**src/rtl/sar_search_4bit_pkg.sv**
```systemverilog
// Shared definitions for the 4-bit successive-approximation search.
// Contents:
//   WIDTH       - width of the trial value / result
//   ST_*        - FSM state encodings (IDLE, TEST, DONE)
//   one_flag()  - true when exactly one comparator flag is asserted
package sar_search_4bit_pkg;

    localparam int WIDTH = 4;

    localparam logic [1:0] ST_IDLE = 2'd0;
    localparam logic [1:0] ST_TEST = 2'd1;
    localparam logic [1:0] ST_DONE = 2'd2;

    function automatic logic one_flag(input logic gt, input logic lt, input logic eq);
        return ({gt, lt, eq} == 3'b100) || ({gt, lt, eq} == 3'b010) || ({gt, lt, eq} == 3'b001);
    endfunction

endpackage

```
**src/rtl/sar_search_4bit.sv**
```systemverilog
// Bit-trial search of a 4-bit value against an external combinational
// comparator. The trial value is presented on guess; the comparator flags for
// that guess are sampled on the following clock edge.
//
// Ports:
//   clk          in   rising-edge clock
//   rst_n        in   synchronous active-low reset
//   start        in   begin a search (honoured only in IDLE)
//   cmp_greater  in   target > guess
//   cmp_less     in   target < guess
//   cmp_equal    in   target == guess
//   guess        out  registered trial value (comparator B operand)
//   busy         out  search in progress
//   done         out  one-cycle pulse, result/steps/err valid
//   result       out  search outcome, held until the next accepted start
//   steps        out  comparisons used (1-4), held with result
//   err          out  search ended on an illegal flag combination
//
// state | meaning
// ------+---------------------------------------------------------------
// IDLE  | waiting for start; outputs from the last search held
// TEST  | one comparison per cycle on the current guess
// DONE  | done pulse high for this single cycle, then back to IDLE
module sar_search_4bit
    import sar_search_4bit_pkg::*;
(
    input  logic             clk,
    input  logic             rst_n,
    input  logic             start,
    input  logic             cmp_greater,
    input  logic             cmp_less,
    input  logic             cmp_equal,
    output logic [WIDTH-1:0] guess,
    output logic             busy,
    output logic             done,
    output logic [WIDTH-1:0] result,
    output logic [2:0]       steps,
    output logic             err
);

    logic [1:0]       state;
    logic [1:0]       idx;
    logic [2:0]       cnt;
    logic [WIDTH-1:0] trial;
    logic [WIDTH-1:0] next_guess;

    // trial: current guess with the bit under test resolved by the comparator.
    // next_guess: trial with the next lower bit set; only used when idx > 0.
    always_comb begin
        trial = guess;
        if (cmp_less) begin
            trial[idx] = 1'b0;
        end
        next_guess = trial;
        next_guess[idx - 2'd1] = 1'b1;
    end

    always_ff @(posedge clk) begin
        if (!rst_n) begin
            state  <= ST_IDLE;
            idx    <= 2'd3;
            cnt    <= 3'd0;
            guess  <= '0;
            busy   <= 1'b0;
            done   <= 1'b0;
            result <= '0;
            steps  <= 3'd0;
            err    <= 1'b0;
        end else begin
            case (state)
                ST_IDLE: begin
                    done <= 1'b0;
                    if (start) begin
                        guess <= 4'b1000;
                        idx   <= 2'd3;
                        cnt   <= 3'd1;
                        busy  <= 1'b1;
                        err   <= 1'b0;
                        state <= ST_TEST;
                    end
                end
                ST_TEST: begin
                    if (!one_flag(cmp_greater, cmp_less, cmp_equal)) begin
                        err    <= 1'b1;
                        result <= guess;
                        steps  <= cnt;
                        busy   <= 1'b0;
                        done   <= 1'b1;
                        state  <= ST_DONE;
                    end else if (cmp_equal) begin
                        result <= guess;
                        steps  <= cnt;
                        busy   <= 1'b0;
                        done   <= 1'b1;
                        state  <= ST_DONE;
                    end else if (idx == 2'd0) begin
                        guess  <= trial;
                        result <= trial;
                        steps  <= cnt;
                        busy   <= 1'b0;
                        done   <= 1'b1;
                        state  <= ST_DONE;
                    end else begin
                        guess <= next_guess;
                        idx   <= idx - 2'd1;
                        cnt   <= cnt + 3'd1;
                    end
                end
                ST_DONE: begin
                    // start here is deliberately not looked at
                    done  <= 1'b0;
                    state <= ST_IDLE;
                end
                default: begin
                    busy  <= 1'b0;
                    done  <= 1'b0;
                    state <= ST_IDLE;
                end
            endcase
        end
    end

endmodule

```
**config.mk**
```make
export PLATFORM = sky130hd
export DESIGN_NAME = sar_search_4bit
export DESIGN_NICKNAME = d
export VERILOG_FILES = /design/src/rtl/sar_search_4bit_pkg.sv /design/src/rtl/sar_search_4bit.sv
export SDC_FILE = /design/constraint.sdc
export NUM_CORES = 1
export LEC_CHECK = 0
export CAP_MARGIN = 30
export CORE_UTILIZATION = 40
export DETAILED_ROUTE_END_ITERATION = 6
export HOLD_SLACK_MARGIN = 0.06
export PLACE_DENSITY = 0.67
export SETUP_SLACK_MARGIN = 0.15
export SYNTH_ARGS = -nofsm -noshare
export SYNTH_HDL_FRONTEND = slang
export SYNTH_SLANG_ARGS = --single-unit
```
**constraint.sdc**
```tcl
create_clock -name clk -period 2.9 [get_ports clk]
set_input_delay 0.435 -clock clk [delete_from_list [all_inputs] [get_ports clk]]
set_output_delay 0.435 -clock clk [all_outputs]
set_load 0.05 [all_outputs]
```
==> results of run 1 <==
==> worst max-delay path by stage <==
stage,from,to,slack [ps],cells after the start
floorplan,idx[0],cnt[0],1320,6
global placement,cmp_less,steps[1],780,4
detailed placement,cmp_less,steps[1],720,4
CTS,guess[3],guess[3],920,1
global route,cmp_less,result[0],860,5
finish,guess[3],guess[3],930,1
==> final cells by class <==
cell class	count	area (um^2)
fillers	257	1230
multi-input cells	89	602
flip-flops and latches	21	420
repair buffers	20	198
well taps	30	37.5
inverters	9	33.8
clock buffers	3	22.5
clock inverters	1	5.00
==> routing by layer <==
metal,vias up,GRT usage,part of all wire
li1,479,-,-
met1,424,0.222,0.44
met2,26,0.297,0.49
met3,6,0.0528,0.047
met4,0,0.0556,0.022
met5,-,0,0
==> cell families (layout without fill, tap and decap cells) <==
| kind of cell | count (synthesis) | count (layout) | share of synthesized area |
|---|---|---|---|
| and+or+nand+nor | 48 | 48 | 0.226 |
| AOI/OAI and AO/OA | 31 | 31 | 0.204 |
| DFF | 21 | 21 | 0.380 |
| buffers and inverters | 16 | 33 | 0.0758 |
| adders and majority gates | 5 | 5 | 0.0566 |
| xor gates and xnor gates | 4 | 4 | 0.0487 |
| muxes | 1 | 1 | 0.00905 |
==> synthesized netlist by cell type (2+ instances only) <==
| master | n |
|---|---|
| nand3_1 | 5 |
| inv_1 | 9 |
| buf_4 | 2 |
| nor2b_1 | 2 |
| clkbuf_1 | 2 |
| o2111ai_1 | 2 |
| xnor2_1 | 2 |
| nand2_1 | 20 |
| nor2_1 | 5 |
| ha_1 | 5 |
| o21ai_0 | 10 |
| nor3b_1 | 2 |
| buf_6 | 2 |
| nand4_1 | 4 |
| a21oi_1 | 6 |
| dfxtp_1 | 21 |
==> power groups by stage <==
stage                     logic (mW)  registers, mW  clock network [mW]
after detailed placement       0.109          0.315                   0
after global placement         0.107          0.315                   0
final                          0.110          0.309               0.140
after floorplan               0.0648          0.333                   0
after CTS                      0.110          0.309               0.144
after global routing           0.119          0.310               0.156
==> state kept, by name, summed over array words and instances (netlist names) <==
| name | count |
|---|---|
| idx | 2 |
| busy | 1 |
| steps | 3 |
| done | 1 |
| guess | 4 |
| cnt | 3 |
| err | 1 |
| state | 2 |
| result | 4 |
==> through the flow <==
stage	area, um^2	worst slack [ps]
3_5_place_dp	1290	716
3_3_place_gp	1290	780
2_1_floorplan	1110	1320
5_1_grt	1320	863
4_1_cts	1320	918
6_report	1320	932
==> results_dict.tcl, run 1 <==
set metrics [dict create \
    power_frac_comb 0.196 \
    viasPerCell 5.40 \
    grt_usage 0.180 \
    start_util 0.435 \
    outcome "complete, no violations" \
    synth_area_leaders "dfxtp_1 38%, nand2_1 6.8%, ha_1 5.7%" \
    gp_congestion 0.943 \
    pin_count 20 \
    layout.nets 155 \
    finalCriticalPeriod_ps 1970 \
    p_sw_frac 0.302 \
    synthCells 126 \
    vdd_drop_max_mv 0.507 \
    cp.required_ps 2470 \
    yosys_most_used_dff "dfxtp_1" \
    fin_util 0.518 \
    crit_path_start_kind "flop" \
    min_to "steps[2]" \
    diodes 0 \
    crit_buf_inv 1 \
    wire_per_inst_um 13.2 \
    end_kind "primary output" \
    hold_depth 2 \
    critical-path-max-stage-delay_ps 820 \
    fp.dieH_um 54.6 \
    syn2layout_area_growth_pct 19.2 \
    fp-row-count 18 \
    dieArea_um2 2980 \
    port_buffers 19 \
    async_flop_share 0 \
    drt_iter0_drc 17 \
    cts_tree "done" \
    hpwl_mm 1.73 \
    vias 935 \
    critPathTopFamily "buffers and inverters" \
    worstHoldPathType "flop to flop" \
    reg2reg_to "cnt[0]" \
    fmax_mhz 508 \
    fin_hold_ws_ps 461 \
    fp.coreArea_um2 2540 \
    holdBufCountCts 0 \
    clk_latency_ps 300 \
    ant_nets 0 \
    p_sw_uw 169 \
    final_common_cell "dfxtp_1" \
    cts_buffer_depth 2 \
    worst_slew_pin_slew_ps 588 \
    cts_setup_buffers 0 \
    drv_slew 0 \
    r2r_setup_slack_ps 1080 \
    synth.distinct_cells 43 \
    syn_area_um2 1110 \
    synth-seq-cells 21 \
    path_cells "clkdlybuf4s50_1" \
    finalCritPeriodShare 0.679 \
    cts_buffers 3 \
    synth-edff-count 0 \
    worstPathArrival_ps 1530 \
    drive_gt1_frac 0.0769 \
    grt_start_max_net_pins 24 \
    syn_nets 137 \
    fin_tns_setup_ps 0 \
    clkPwrFrac 0.251 \
    drcViolationCount 0 \
    ys_warn_count 0 \
    crit_fanout 3 \
    power.density_nw_per_um2 424 \
    placed_cells 169 \
    gr-total-overflow 0 \
    internal_power_uw 390 \
    seq_area_frac_synth 0.380 \
    finalHoldViolations 0 \
    fin_worst_skew_ps 2.89 \
    relSlewSlack 0.607 \
    grt_pass1_vias 834 \
    path_clk_slew_ps 120 \
    critPathKind "flop to primary output" \
    setup_viol 0 \
    fp.dieW_um 54.6 \
    finalNonFillerCells 173 \
    maxCapViolations 0 \
    drt_wl_total_mm 2.28 \
    seq_power_share 0.552 \
    power_uw 559 \
    avgSynthCellArea_um2 8.78 \
    post_cts_resized 0 \
    rsz0062_at_grt "no" \
    final_cell_mix "21 x dfxtp_1, 20 x nand2_1, 19 x clkdlybuf4s50_1" \
    ff2ff_path_depth 6 \
    firstDrtPassIters 4 \
    worst_path_max_delay_cell "clkdlybuf4s50_1" \
    cts_max_level 1 \
    cts_root_buf "clkbuf_4" \
    cts_num_sinks 21 \
    grt_antenna_before_repair 0 \
    grt_first_pass_wirelength_mm 3.77 \
    power.leakage_nw 0.500 \
    r2r-start "idx[0]" \
    yosysTopAreaCell "dfxtp_1" \
    synth.top_cell.area_share 0.380 \
    hold_start "steps[2]" \
]
(Power assumes the default switching activity.)
==> run 2, diff against run 1 <==
clock period = 1.99 ns   (was 2.9 ns; I/O delays follow)
==> results_dict.tcl, run 2 (synthesized netlist as in run 1, its figures left out) <==
set metrics [dict create \
    syn2layout_area_growth_pct 23.9 \
    crit_fanout 3 \
    hold_start "steps[2]" \
    use_met1 0.240 \
    grt_antenna_before_repair 0 \
    finalHoldViolations 0 \
    wire_per_inst_um 12.5 \
    internal_power_uw 575 \
    p_sw_frac 0.303 \
    place_ws_ps 65.3 \
    r2r_setup_slack_ps 320 \
    grt_first_pass_wirelength_mm 3.77 \
    power_frac_comb 0.203 \
    gp_congestion 0.794 \
    worstHoldPathType "flop to flop" \
    critical-path-max-stage-delay_ps 810 \
    worst_slew_pin_slew_ps 503 \
    power_uw 825 \
    hpwl_mm 1.71 \
    path_cells "clkdlybuf4s50_1" \
    drt_wl_total_mm 2.23 \
    cts_tree "done" \
    cts_num_sinks 21 \
    port_buffers 19 \
    final_cell_mix "19 x nand2_1, 19 x dfxtp_1, 16 x clkdlybuf4s50_1" \
    fin_tns_setup_ps 0 \
    power.leakage_nw 0.553 \
    cts_buffer_depth 2 \
    fin_worst_skew_ps 1.32 \
    crit_buf_inv 1 \
    worst_slack_ps 203 \
    power.density_nw_per_um2 602 \
    post_cts_resized 2 \
    fillers 252 \
    cts_setup_buffers 0 \
    grt_usage 0.178 \
    drcViolationCount 0 \
    worstPathArrival_ps 1490 \
    r2r-start "idx[0]" \
    start_util 0.435 \
    finalCriticalPeriod_ps 1790 \
    grt_start_max_net_pins 20 \
    fp.dieH_um 54.6 \
    drv_slew 0 \
    dieArea_um2 2980 \
    rsz0062_at_grt "no" \
    pin_count 20 \
    fp.dieW_um 54.6 \
    worst_path_max_delay_cell "clkdlybuf4s50_1" \
    ff2ff_path_depth 6 \
    cts_root_buf "clkbuf_4" \
    gr-total-overflow 0 \
    p_sw_uw 250 \
    setup_viol 0 \
    layout.nets 160 \
    cp.required_ps 1690 \
    clkPwrFrac 0.251 \
    vdd_drop_max_mv 0.484 \
    reg.largest.list "guess x4, result x4" \
    min_to "steps[2]" \
    firstDrtPassIters 4 \
    use_met2 0.285 \
    outcome "complete, no violations" \
    hold_depth 2 \
    relSlewSlack 0.663 \
    fin_util 0.538 \
    path_clk_slew_ps 120 \
    ant_nets 0 \
    busiest_layer "met2" \
    multi_input_area_um2 613 \
    grt_pass1_vias 833 \
    crit_path_start_kind "flop" \
    reg2reg_to "cnt[0]" \
    fp.coreArea_um2 2540 \
    drive_gt1_frac 0.128 \
    maxCapViolations 0 \
    drt_iter0_drc 8 \
    finalCritPeriodShare 0.898 \
    fp-row-count 18 \
    cts_max_level 1 \
    cts_buffers 3 \
    diodes 0 \
    critPathTopFamily "buffers and inverters" \
    critPathKind "flop to primary output" \
    end_kind "primary output" \
    met3_usage 0.0250 \
    seq_power_share 0.546 \
    vias 917 \
    clk_latency_ps 300 \
    holdBufCountCts 0 \
    fmax_mhz 559 \
    viasPerCell 5.15 \
    seq_area_um2 423 \
]
## run 2: changes by cell type in the layout (fill, tap and decap cells not counted), moves of 2 or more
| cell | previous run | this run |
|---|---|---|
| buf_4 | 1 | 6 |
| clkdlybuf4s50_1 | 19 | 16 |
| dfxtp_1 | 21 | 19 |
| dfxtp_2 | 0 | 2 |
| dlygate4sd2_1 | 0 | 2 |
## run 2: how the worst max path moves through the flow
| stage | start | endpoint | slack, ps | cells past startpoint |
|---|---|---|---|---|
| 2_1_floorplan | idx[0] | cnt[0] | 410 | 6 |
| 3_3_place_gp | cmp_greater | guess[0] | 90 | 5 |
| 3_5_place_dp | cmp_greater | idx[0] | 70 | 5 |
| 4_1_cts | idx[0] | cnt[0] | 170 | 6 |
| 5_1_grt | guess[0] | guess[0] | 150 | 1 |
| 6_report | guess[0] | guess[0] | 200 | 1 |
## run 2: per-layer routing
| layer | share of wire | routed length, um |
|---|---|---|
| met5 | 0 | 0 |
| met4 | 0.0058 | 13 |
| met1 | 0.53 | 1180 |
| met2 | 0.44 | 973 |
| met3 | 0.026 | 58 |
## run 2: power by group through the flow
stage | Sequential, mW | Clock, mW | Combinational (mW)
global route | 0.453 | 0.232 | 0.184
detailed placement | 0.459 | 0 | 0.167
floorplan | 0.485 | 0 | 0.0944
CTS | 0.450 | 0.214 | 0.167
finish | 0.451 | 0.207 | 0.167
global placement | 0.459 | 0 | 0.166
## run 2: final cells by class
cell class | instances | share of cell area
multi-input combinational | 89 | 0.447
tap | 30 | 0.0274
timing repair buffer | 25 | 0.172
sequential | 21 | 0.309
clock buffer | 3 | 0.0164
clock inverter | 1 | 0.00365
inverter | 9 | 0.0247
## run 2: stage by stage
| stage | hold WS, ps | std cells | cell area (um^2) |
|---|---|---|---|
| 2_1_floorplan | 462 | 126 | 1110 |
| 3_3_place_gp | 445 | 174 | 1330 |
| 3_5_place_dp | 451 | 174 | 1330 |
| 4_1_cts | 469 | 178 | 1350 |
| 5_1_grt | 480 | 178 | 1370 |
| 6_report | 463 | 178 | 1370 |
